### config.mk
export PLATFORM = sky130hd
export DESIGN_NAME = apb_cache_ctrl_mc
export DESIGN_NICKNAME = d
export VERILOG_FILES = /design/src/rtl/apb_cache_ctrl_pkg.sv /design/src/rtl/cache_flush_seq.sv /design/src/rtl/apb_cache_ctrl_mc.sv
export SDC_FILE = /design/constraint.sdc
export NUM_CORES = 1
export LEC_CHECK = 0
export ABC_CLOCK_PERIOD_IN_PS = 3300
export CAP_MARGIN = 20
export CORE_MARGIN = 3
export CORE_UTILIZATION = 65
export CTS_BUF_LIST = sky130_fd_sc_hd__clkbuf_4 sky130_fd_sc_hd__clkbuf_8 sky130_fd_sc_hd__clkbuf_16
export DETAILED_ROUTE_END_ITERATION = 8
export DONT_BUFFER_PORTS = 1
export PLACE_DENSITY = 0.81
export SLEW_MARGIN = 20
export SYNTH_ARGS = -nofsm -noshare
export SYNTH_HDL_FRONTEND = slang
export SYNTH_HIERARCHICAL = 1
export SYNTH_SLANG_ARGS = --single-unit
### constraint.sdc
create_clock -name HCLK -period 3.3 [get_ports HCLK]
set_clock_uncertainty 0.05 [all_clocks]
set_input_delay 0.165 -clock HCLK [delete_from_list [all_inputs] [get_ports HCLK]]
set_output_delay 0.165 -clock HCLK [all_outputs]
set_load 0.01 [all_outputs]
### src/rtl/apb_cache_ctrl_pkg.sv
// Shared constants for the APB instruction-cache control block: register
// offsets, STATUS/CNT_CTRL bit positions and flush-sequencer state codes.
package apb_cache_ctrl_pkg;

  localparam int OFF_ENABLE   = 'h00;
  localparam int OFF_FLUSH    = 'h04;
  localparam int OFF_STATUS   = 'h08;
  localparam int OFF_TIMEOUT  = 'h0C;
  localparam int OFF_CNT_CTRL = 'h10;
  localparam int OFF_CNT_BASE = 'h20;  // HIT[i] at base+8*i, MISS[i] at base+8*i+4

  localparam int STATUS_BUSY_BIT   = 0;
  localparam int STATUS_DONE_BIT   = 1;
  localparam int STATUS_IRQ_EN_BIT = 2;

  localparam int CNT_CTRL_EN_BIT  = 0;
  localparam int CNT_CTRL_CLR_BIT = 1;

  localparam logic [1:0] FSM_IDLE = 2'd0;
  localparam logic [1:0] FSM_REQ  = 2'd1;
  localparam logic [1:0] FSM_WAIT = 2'd2;

  // Registers are word-decoded, so offsets are compared as word indices.
  function automatic int word_of(input int byte_off);
    return byte_off / 4;
  endfunction

endpackage

### src/rtl/cache_flush_seq.sv
// Flush sequencer: queues per-core flush requests and serves them one at a
// time, lowest core first, with an ack handshake and a bounded wait.
module cache_flush_seq
  import apb_cache_ctrl_pkg::*;
#(
  parameter int NUM_CORES     = 4,
  parameter int FLUSH_TIMEOUT = 1024
) (
  input  logic                 HCLK,
  input  logic                 HRESET,
  input  logic [NUM_CORES-1:0] set_i,
  input  logic [NUM_CORES-1:0] ack_i,
  output logic [NUM_CORES-1:0] flush_req_o,
  output logic [NUM_CORES-1:0] pending_o,
  output logic                 busy_o,
  output logic                 done_set_o,
  output logic [NUM_CORES-1:0] timeout_set_o
);

  localparam int TW = $clog2(FLUSH_TIMEOUT + 1);

  logic [1:0]           state_q, state_d;
  logic [NUM_CORES-1:0] pending_q, pending_d;
  logic [NUM_CORES-1:0] active_q, active_d;
  logic [TW-1:0]        timer_q, timer_d;
  logic [NUM_CORES-1:0] pick;
  logic [NUM_CORES-1:0] pending_merged;

  // Two's-complement trick isolates the lowest set bit as a one-hot mask.
  assign pick           = pending_q & (~pending_q + NUM_CORES'(1));
  assign pending_merged = pending_q | set_i;

  // NOTE: every always_comb output gets a default first so no path can leave
  // a signal unassigned and infer a latch.
  always_comb begin
    state_d       = state_q;
    pending_d     = pending_merged;
    active_d      = active_q;
    timer_d       = timer_q;
    done_set_o    = 1'b0;
    timeout_set_o = '0;
    case (state_q)
      FSM_IDLE: begin
        if (pending_q != '0) begin
          active_d  = pick;
          pending_d = (pending_q & ~pick) | set_i;
          state_d   = FSM_REQ;
        end
      end
      FSM_REQ: begin
        timer_d = TW'(FLUSH_TIMEOUT);
        state_d = FSM_WAIT;
      end
      FSM_WAIT: begin
        if ((ack_i & active_q) != '0) begin
          state_d    = FSM_IDLE;
          done_set_o = (pending_merged == '0);
        end else if (timer_q == '0) begin
          timeout_set_o = active_q;
          state_d       = FSM_IDLE;
          done_set_o    = (pending_merged == '0);
        end else begin
          timer_d = timer_q - TW'(1);
        end
      end
      default: state_d = FSM_IDLE;
    endcase
  end

  // NOTE: sequential state uses non-blocking assignments so every register
  // samples pre-edge values regardless of block ordering.
  always_ff @(posedge HCLK) begin
    if (HRESET) begin
      state_q   <= FSM_IDLE;
      pending_q <= '0;
      active_q  <= '0;
      timer_q   <= '0;
    end else begin
      state_q   <= state_d;
      pending_q <= pending_d;
      active_q  <= active_d;
      timer_q   <= timer_d;
    end
  end

  assign busy_o      = (state_q != FSM_IDLE);
  assign flush_req_o = busy_o ? active_q : '0;
  assign pending_o   = pending_q;

endmodule

### src/rtl/apb_cache_ctrl_mc.sv
// APB register block for NUM_CORES private instruction caches: enables,
// queued flushes with done interrupt, and saturating hit/miss counters.
module apb_cache_ctrl_mc
  import apb_cache_ctrl_pkg::*;
#(
  parameter int APB_ADDR_WIDTH = 12,
  parameter int NUM_CORES      = 4,
  parameter int CNT_WIDTH      = 32,
  parameter int FLUSH_TIMEOUT  = 1024
) (
  input  logic                      HCLK,
  input  logic                      HRESET,
  input  logic [APB_ADDR_WIDTH-1:0] PADDR,
  input  logic [31:0]               PWDATA,
  input  logic                      PWRITE,
  input  logic                      PSEL,
  input  logic                      PENABLE,
  output logic [31:0]               PRDATA,
  output logic                      PREADY,
  output logic                      PSLVERR,
  output logic [NUM_CORES-1:0]      ic_enable_o,
  output logic [NUM_CORES-1:0]      ic_flush_req_o,
  input  logic [NUM_CORES-1:0]      ic_flush_ack_i,
  input  logic [NUM_CORES-1:0]      ic_hit_i,
  input  logic [NUM_CORES-1:0]      ic_miss_i,
  output logic                      irq_o
);

  localparam int WW = APB_ADDR_WIDTH - 2;

  logic [WW-1:0]        word;
  logic                 access, wr;
  logic                 sel_enable, sel_flush, sel_status, sel_timeout, sel_cnt_ctrl;
  logic                 mapped;
  logic [31:0]          rdata;
  logic                 unused_apb;

  logic [NUM_CORES-1:0] enable_q, timeout_q;
  logic                 done_q, irq_en_q, cnt_en_q;
  logic [CNT_WIDTH-1:0] hit_q  [NUM_CORES];
  logic [CNT_WIDTH-1:0] miss_q [NUM_CORES];

  logic [NUM_CORES-1:0] pending, timeout_set, flush_set;
  logic                 busy, done_set, cnt_clr;

  assign word         = PADDR[APB_ADDR_WIDTH-1:2];
  assign access       = PSEL & PENABLE;
  assign wr           = access & PWRITE;
  assign sel_enable   = (word == WW'(word_of(OFF_ENABLE)));
  assign sel_flush    = (word == WW'(word_of(OFF_FLUSH)));
  assign sel_status   = (word == WW'(word_of(OFF_STATUS)));
  assign sel_timeout  = (word == WW'(word_of(OFF_TIMEOUT)));
  assign sel_cnt_ctrl = (word == WW'(word_of(OFF_CNT_CTRL)));
  assign unused_apb   = ^{PADDR[1:0], PWDATA};

  assign flush_set = (wr & sel_flush) ? PWDATA[NUM_CORES-1:0] : '0;
  assign cnt_clr   = wr & sel_cnt_ctrl & PWDATA[CNT_CTRL_CLR_BIT];

  cache_flush_seq #(
    .NUM_CORES    (NUM_CORES),
    .FLUSH_TIMEOUT(FLUSH_TIMEOUT)
  ) u_flush_seq (
    .HCLK         (HCLK),
    .HRESET       (HRESET),
    .set_i        (flush_set),
    .ack_i        (ic_flush_ack_i),
    .flush_req_o  (ic_flush_req_o),
    .pending_o    (pending),
    .busy_o       (busy),
    .done_set_o   (done_set),
    .timeout_set_o(timeout_set)
  );

  always_comb begin
    rdata  = '0;
    mapped = 1'b1;
    if (sel_enable) begin
      rdata = 32'(enable_q);
    end else if (sel_flush) begin
      rdata = 32'(pending | ic_flush_req_o);
    end else if (sel_status) begin
      rdata[STATUS_BUSY_BIT]   = busy;
      rdata[STATUS_DONE_BIT]   = done_q;
      rdata[STATUS_IRQ_EN_BIT] = irq_en_q;
    end else if (sel_timeout) begin
      rdata = 32'(timeout_q);
    end else if (sel_cnt_ctrl) begin
      rdata[CNT_CTRL_EN_BIT] = cnt_en_q;
    end else begin
      mapped = 1'b0;
      for (int i = 0; i < NUM_CORES; i++) begin
        if (word == WW'(word_of(OFF_CNT_BASE + 8 * i))) begin
          mapped = 1'b1;
          rdata  = 32'(hit_q[i]);
        end
        if (word == WW'(word_of(OFF_CNT_BASE + 8 * i + 4))) begin
          mapped = 1'b1;
          rdata  = 32'(miss_q[i]);
        end
      end
    end
  end

  assign PRDATA  = access ? rdata : '0;
  assign PSLVERR = access & ~mapped;
  assign PREADY  = 1'b1;

  // Hardware set events win over same-cycle software clears.
  always_ff @(posedge HCLK) begin
    if (HRESET) begin
      enable_q  <= '0;
      timeout_q <= '0;
      done_q    <= 1'b0;
      irq_en_q  <= 1'b0;
      cnt_en_q  <= 1'b0;
      // NOTE: the counter arrays are reset because software reads them as
      // absolute event counts from a known zero.
      for (int i = 0; i < NUM_CORES; i++) begin
        hit_q[i]  <= '0;
        miss_q[i] <= '0;
      end
    end else begin
      if (wr & sel_enable) enable_q <= PWDATA[NUM_CORES-1:0];
      if (wr & sel_status) irq_en_q <= PWDATA[STATUS_IRQ_EN_BIT];
      if (wr & sel_cnt_ctrl) cnt_en_q <= PWDATA[CNT_CTRL_EN_BIT];
      done_q    <= done_set | (done_q & ~(wr & sel_status & PWDATA[STATUS_DONE_BIT]));
      timeout_q <= timeout_set |
                   (timeout_q & ~((wr & sel_timeout) ? PWDATA[NUM_CORES-1:0] : '0));
      for (int i = 0; i < NUM_CORES; i++) begin
        if (cnt_clr) begin
          hit_q[i]  <= '0;
          miss_q[i] <= '0;
        end else if (cnt_en_q) begin
          if (ic_hit_i[i] && hit_q[i] != '1)   hit_q[i]  <= hit_q[i] + CNT_WIDTH'(1);
          if (ic_miss_i[i] && miss_q[i] != '1) miss_q[i] <= miss_q[i] + CNT_WIDTH'(1);
        end
      end
    end
  end

  assign ic_enable_o = enable_q;
  assign irq_o       = done_q & irq_en_q;

endmodule

==> metrics.txt <==
vertical extent of the die 173 um; Crit Reg-Reg Endpoint done_q; pwr dens 412 nW/um2; cell area after placement 18500 um2; run status finished clean; DRT iter0 DRCs 2178; mean routed wirelength per cell 21.7 um; post-route DRC violation count 0; count of buffers added by post-CTS timing repair for setup 0; Hold Vio Cnt, Final 0; EDFF count, synth 256; total number of vias 15500; initial cell density of the core 66.5%; area share of the leading cell type in the synthesized netlist 42.5%; share of flip-flops with an asynchronous set or reset after synthesis 0%; area of the die 29900 um2; multiplexer share of the synthesized area 3.44%; gp weighted congestion 0.989; CTS H-tree lvls 1; dominant combinational cell family by area after synthesis simple AND/OR/NAND/NOR gates; Hold WC Path Type input pin to flop; clock-pin slew on the worst setup and hold paths 0.06 ns; simple-gate area share of the yosys netlist 25.7%; total negative slack for setup checks 0 ns; YS warnings 6; clock tree from TritonCTS done; worst-margin pin slew 0.937 ns; buffers from clock root to sink, at most 3; XOR/XNOR share of the synthesized area 10.8%; global-route wire length before repair 79600 um; Critical Path Sink PRDATA[0]; via count of the first global-routing pass 14500; post-synthesis instance area 18100 um2; aggregate routed wire length 50100 um; biggest area contributors in the synthesized netlist sky130_fd_sc_hd__edfxtp_1 43%, sky130_fd_sc_hd__xor2_1 7.5%, sky130_fd_sc_hd__nor2_1 6.6%; startpoint type of the worst setup path flop; clock network latency to the later pin of the worst-skew pair 0.56 ns; Detail Route Antenna Nets 0; Final setup viols 0; normalized max-slew margin 37.3%; worst reg2reg startpoint u_flush_seq/timer_q[0]; arithmetic-cell share of the synthesized area counting full adders, half adders and majority gates 0.692%; Worst Setup SP u_flush_seq/state_q[1]; final layout net count 1981; largest net degree at the start of global routing 124; final worst-path cycle share 93.6%; signed area change from the synthesized netlist to the final layout 8.92%; average vias per placed instance 6.74; ratio of cells with drive above 1 in the final layout 9.42%; critical setup path kind flop to output pin; Sinks on Clock Net 288; Post-Route Hold Slack 0.0175 ns; R2R depth 9; maximum operating frequency 324 MHz; MaxCap Viol Count 0; count of input and output buffers 0; share of the synthesized area in compound gates (AO/OA/AOI/OAI) 10.1%; Critical Path End Type output pin; synthesized area per cell 9.47 um2; GRT overflow 0; top-level port count 104; critical path data required time 3.08 ns; largest voltage drop on the vdd net 412 uV; cell leakage power 6.35 nW; RSZ-0062 raised after global routing no; initial antenna violation count 1; minimum period implied by the final worst setup slack 3.09 ns; share of the yosys chip area belonging to registers 46.0%; peak fanout along the critical path 9; Finished Core Util 72.5%; Top FF cell, synth sky130_fd_sc_hd__edfxtp_1; register bit count reported by yosys 288; Horiz. Die Dim 173 um; Final Max Slew Viols 0; post-route standard cell area excluding fillers 19700 um2; worst reg2reg setup slack 0.63 ns; gate count after technology mapping 1909; FP Rows 60; global router's overall resource usage 32.6%; detailed-placement wirelength estimate 35200 um; area of the core 27200 um2; syn_nets 1980; synth unique cells 77; library cell occupying the most area in the post-synthesis netlist sky130_fd_sc_hd__edfxtp_1; CTS Root Cell sky130_fd_sc_hd__clkbuf_16; number of buffers created by CTS 31; arrival time at the worst endpoint 2.88 ns; drt pass-1 iters 5
[routing by layer]
layer | vias to the layer above | wire (um) | GRT usage (%)
met5 | - | 0 | 0
met4 | 0 | 2780 | 15.2
met3 | 174 | 4810 | 4.77
met2 | 914 | 23400 | 52.0
met1 | 7441 | 19200 | 44.6
li1 | 7007 | - | -
[stage by stage]
stage | power, mW | std cells | setup WS [ns]
final | 8.11 | 2306 | 0.210
after global routing | 8.34 | 2306 | 0.0962
after CTS | 8.12 | 2305 | 0.0891
after detailed placement | 4.68 | 2229 | 0.718
after global placement | 4.66 | 2229 | 0.746
after floorplan | 4.57 | 1909 | 0.376
[kinds of logic after synthesis]
logic type               Yosys count
buffers and inverters            139
XOR/XNOR                         223
AND/OR/NAND/NOR                  926
other                              1
flip-flops                       288
multiplexers                      32
adder cells (fa/ha/maj)           10
AO/OA/AOI/OAI                    290
[where the power goes]
part	switching [mW]	internal [mW]	total, mW
Clock	1.44	2.02	3.45
Combinational	0.247	0.172	0.419
Sequential	0.167	4.07	4.24
[critical path, cell delays in order (launching register included)]
cell and delay [ns]:
sky130_fd_sc_hd__dfxtp_1 0.34, sky130_fd_sc_hd__nor2_2 0.28, sky130_fd_sc_hd__inv_1 0.22, sky130_fd_sc_hd__and2_1 0.25, sky130_fd_sc_hd__or2_2 0.30, sky130_fd_sc_hd__mux4_2 0.47
sky130_fd_sc_hd__o21ai_0 0.20, sky130_fd_sc_hd__a31oi_1 0.09, sky130_fd_sc_hd__buf_4 0.16
[cells in the final DEF (no fill, tap or decap), drive strengths merged, types with 4 or more instances in the layout]
master         n
nor3          51
or3           30
a31o           5
ha            10
nor4b          5
o21bai         4
nand2        154
o211ai         7
and3          39
xor2         155
edfxtp       256
and4          29
dfxtp         32
a21oi        116
o221a         22
o31ai          5
bufinv         4
a211oi        16
mux4          24
o22ai          8
or2            7
clkinv        19
o21ai         73
nand3        113
a31oi          8
clkbuf        33
nand2b         9
dlygate4sd3   19
nand4         96
and2          32
nor2         319
nor4          20
inv           36
or4            7
buf           52
xnor2         68
mux2i          7
[worst min path at each step]
stage | slack [ns] | startpoint | depth (start not counted) | to
after detailed placement | 0.19 | HRESET | 1 | ic_enable_o[2]
after CTS | 0.02 | PADDR[10] | 5 | timeout_q[2]
after global routing | 0.05 | HRESET | 2 | timeout_q[3]
after global placement | 0.19 | HRESET | 1 | irq_en_q
after floorplan | 0.18 | HRESET | 1 | irq_en_q
final | 0.02 | HRESET | 2 | timeout_q[3]
[Yosys cell counts, types with 8 or more instances]
master	number
sky130_fd_sc_hd__nor4_1	13
sky130_fd_sc_hd__o21ai_0	71
sky130_fd_sc_hd__and3_1	39
sky130_fd_sc_hd__clkbuf_1	57
sky130_fd_sc_hd__o221a_2	22
sky130_fd_sc_hd__a31oi_1	8
sky130_fd_sc_hd__or3_1	30
sky130_fd_sc_hd__nor2_1	318
sky130_fd_sc_hd__nand2_1	154
sky130_fd_sc_hd__mux4_2	24
sky130_fd_sc_hd__ha_1	10
sky130_fd_sc_hd__nor3_1	47
sky130_fd_sc_hd__o22ai_1	8
sky130_fd_sc_hd__and4_1	29
sky130_fd_sc_hd__and2_1	31
sky130_fd_sc_hd__buf_2	39
sky130_fd_sc_hd__xnor2_1	68
sky130_fd_sc_hd__nand3_1	112
sky130_fd_sc_hd__nand4_1	95
sky130_fd_sc_hd__a211oi_1	16
sky130_fd_sc_hd__edfxtp_1	256
sky130_fd_sc_hd__dfxtp_1	32
sky130_fd_sc_hd__inv_1	35
sky130_fd_sc_hd__a21oi_1	116
sky130_fd_sc_hd__xor2_1	155
sky130_fd_sc_hd__nand2b_1	9
[repair_timing]
item,in CTS,in global routing
resized for setup,0,1
hold endpoints to repair,60,0
hold buffers,20,0
endpoints found under the setup margin,0,1
[sequential cells by signal, indices dropped and copies added (netlist names)]
register,flops
cnt_en_q,1
done_q,1
hit_q,128
ic_enable_o,4
irq_en_q,1
miss_q,128
timeout_q,4
u_flush_seq/active_q,4
u_flush_seq/pending_o,4
u_flush_seq/state_q,2
u_flush_seq/timer_q,11
[final cells by class]
class	instances	area, um2
multi-input combinational	1482	9200
inverter	36	135
antenna	1	2.50
tap	372	465
sequential	288	8330
fill	1965	7480
timing repair buffer	71	578
clock inverter	23	199
clock buffer	33	791
Note: power is estimated with default switching activity, not from simulation.
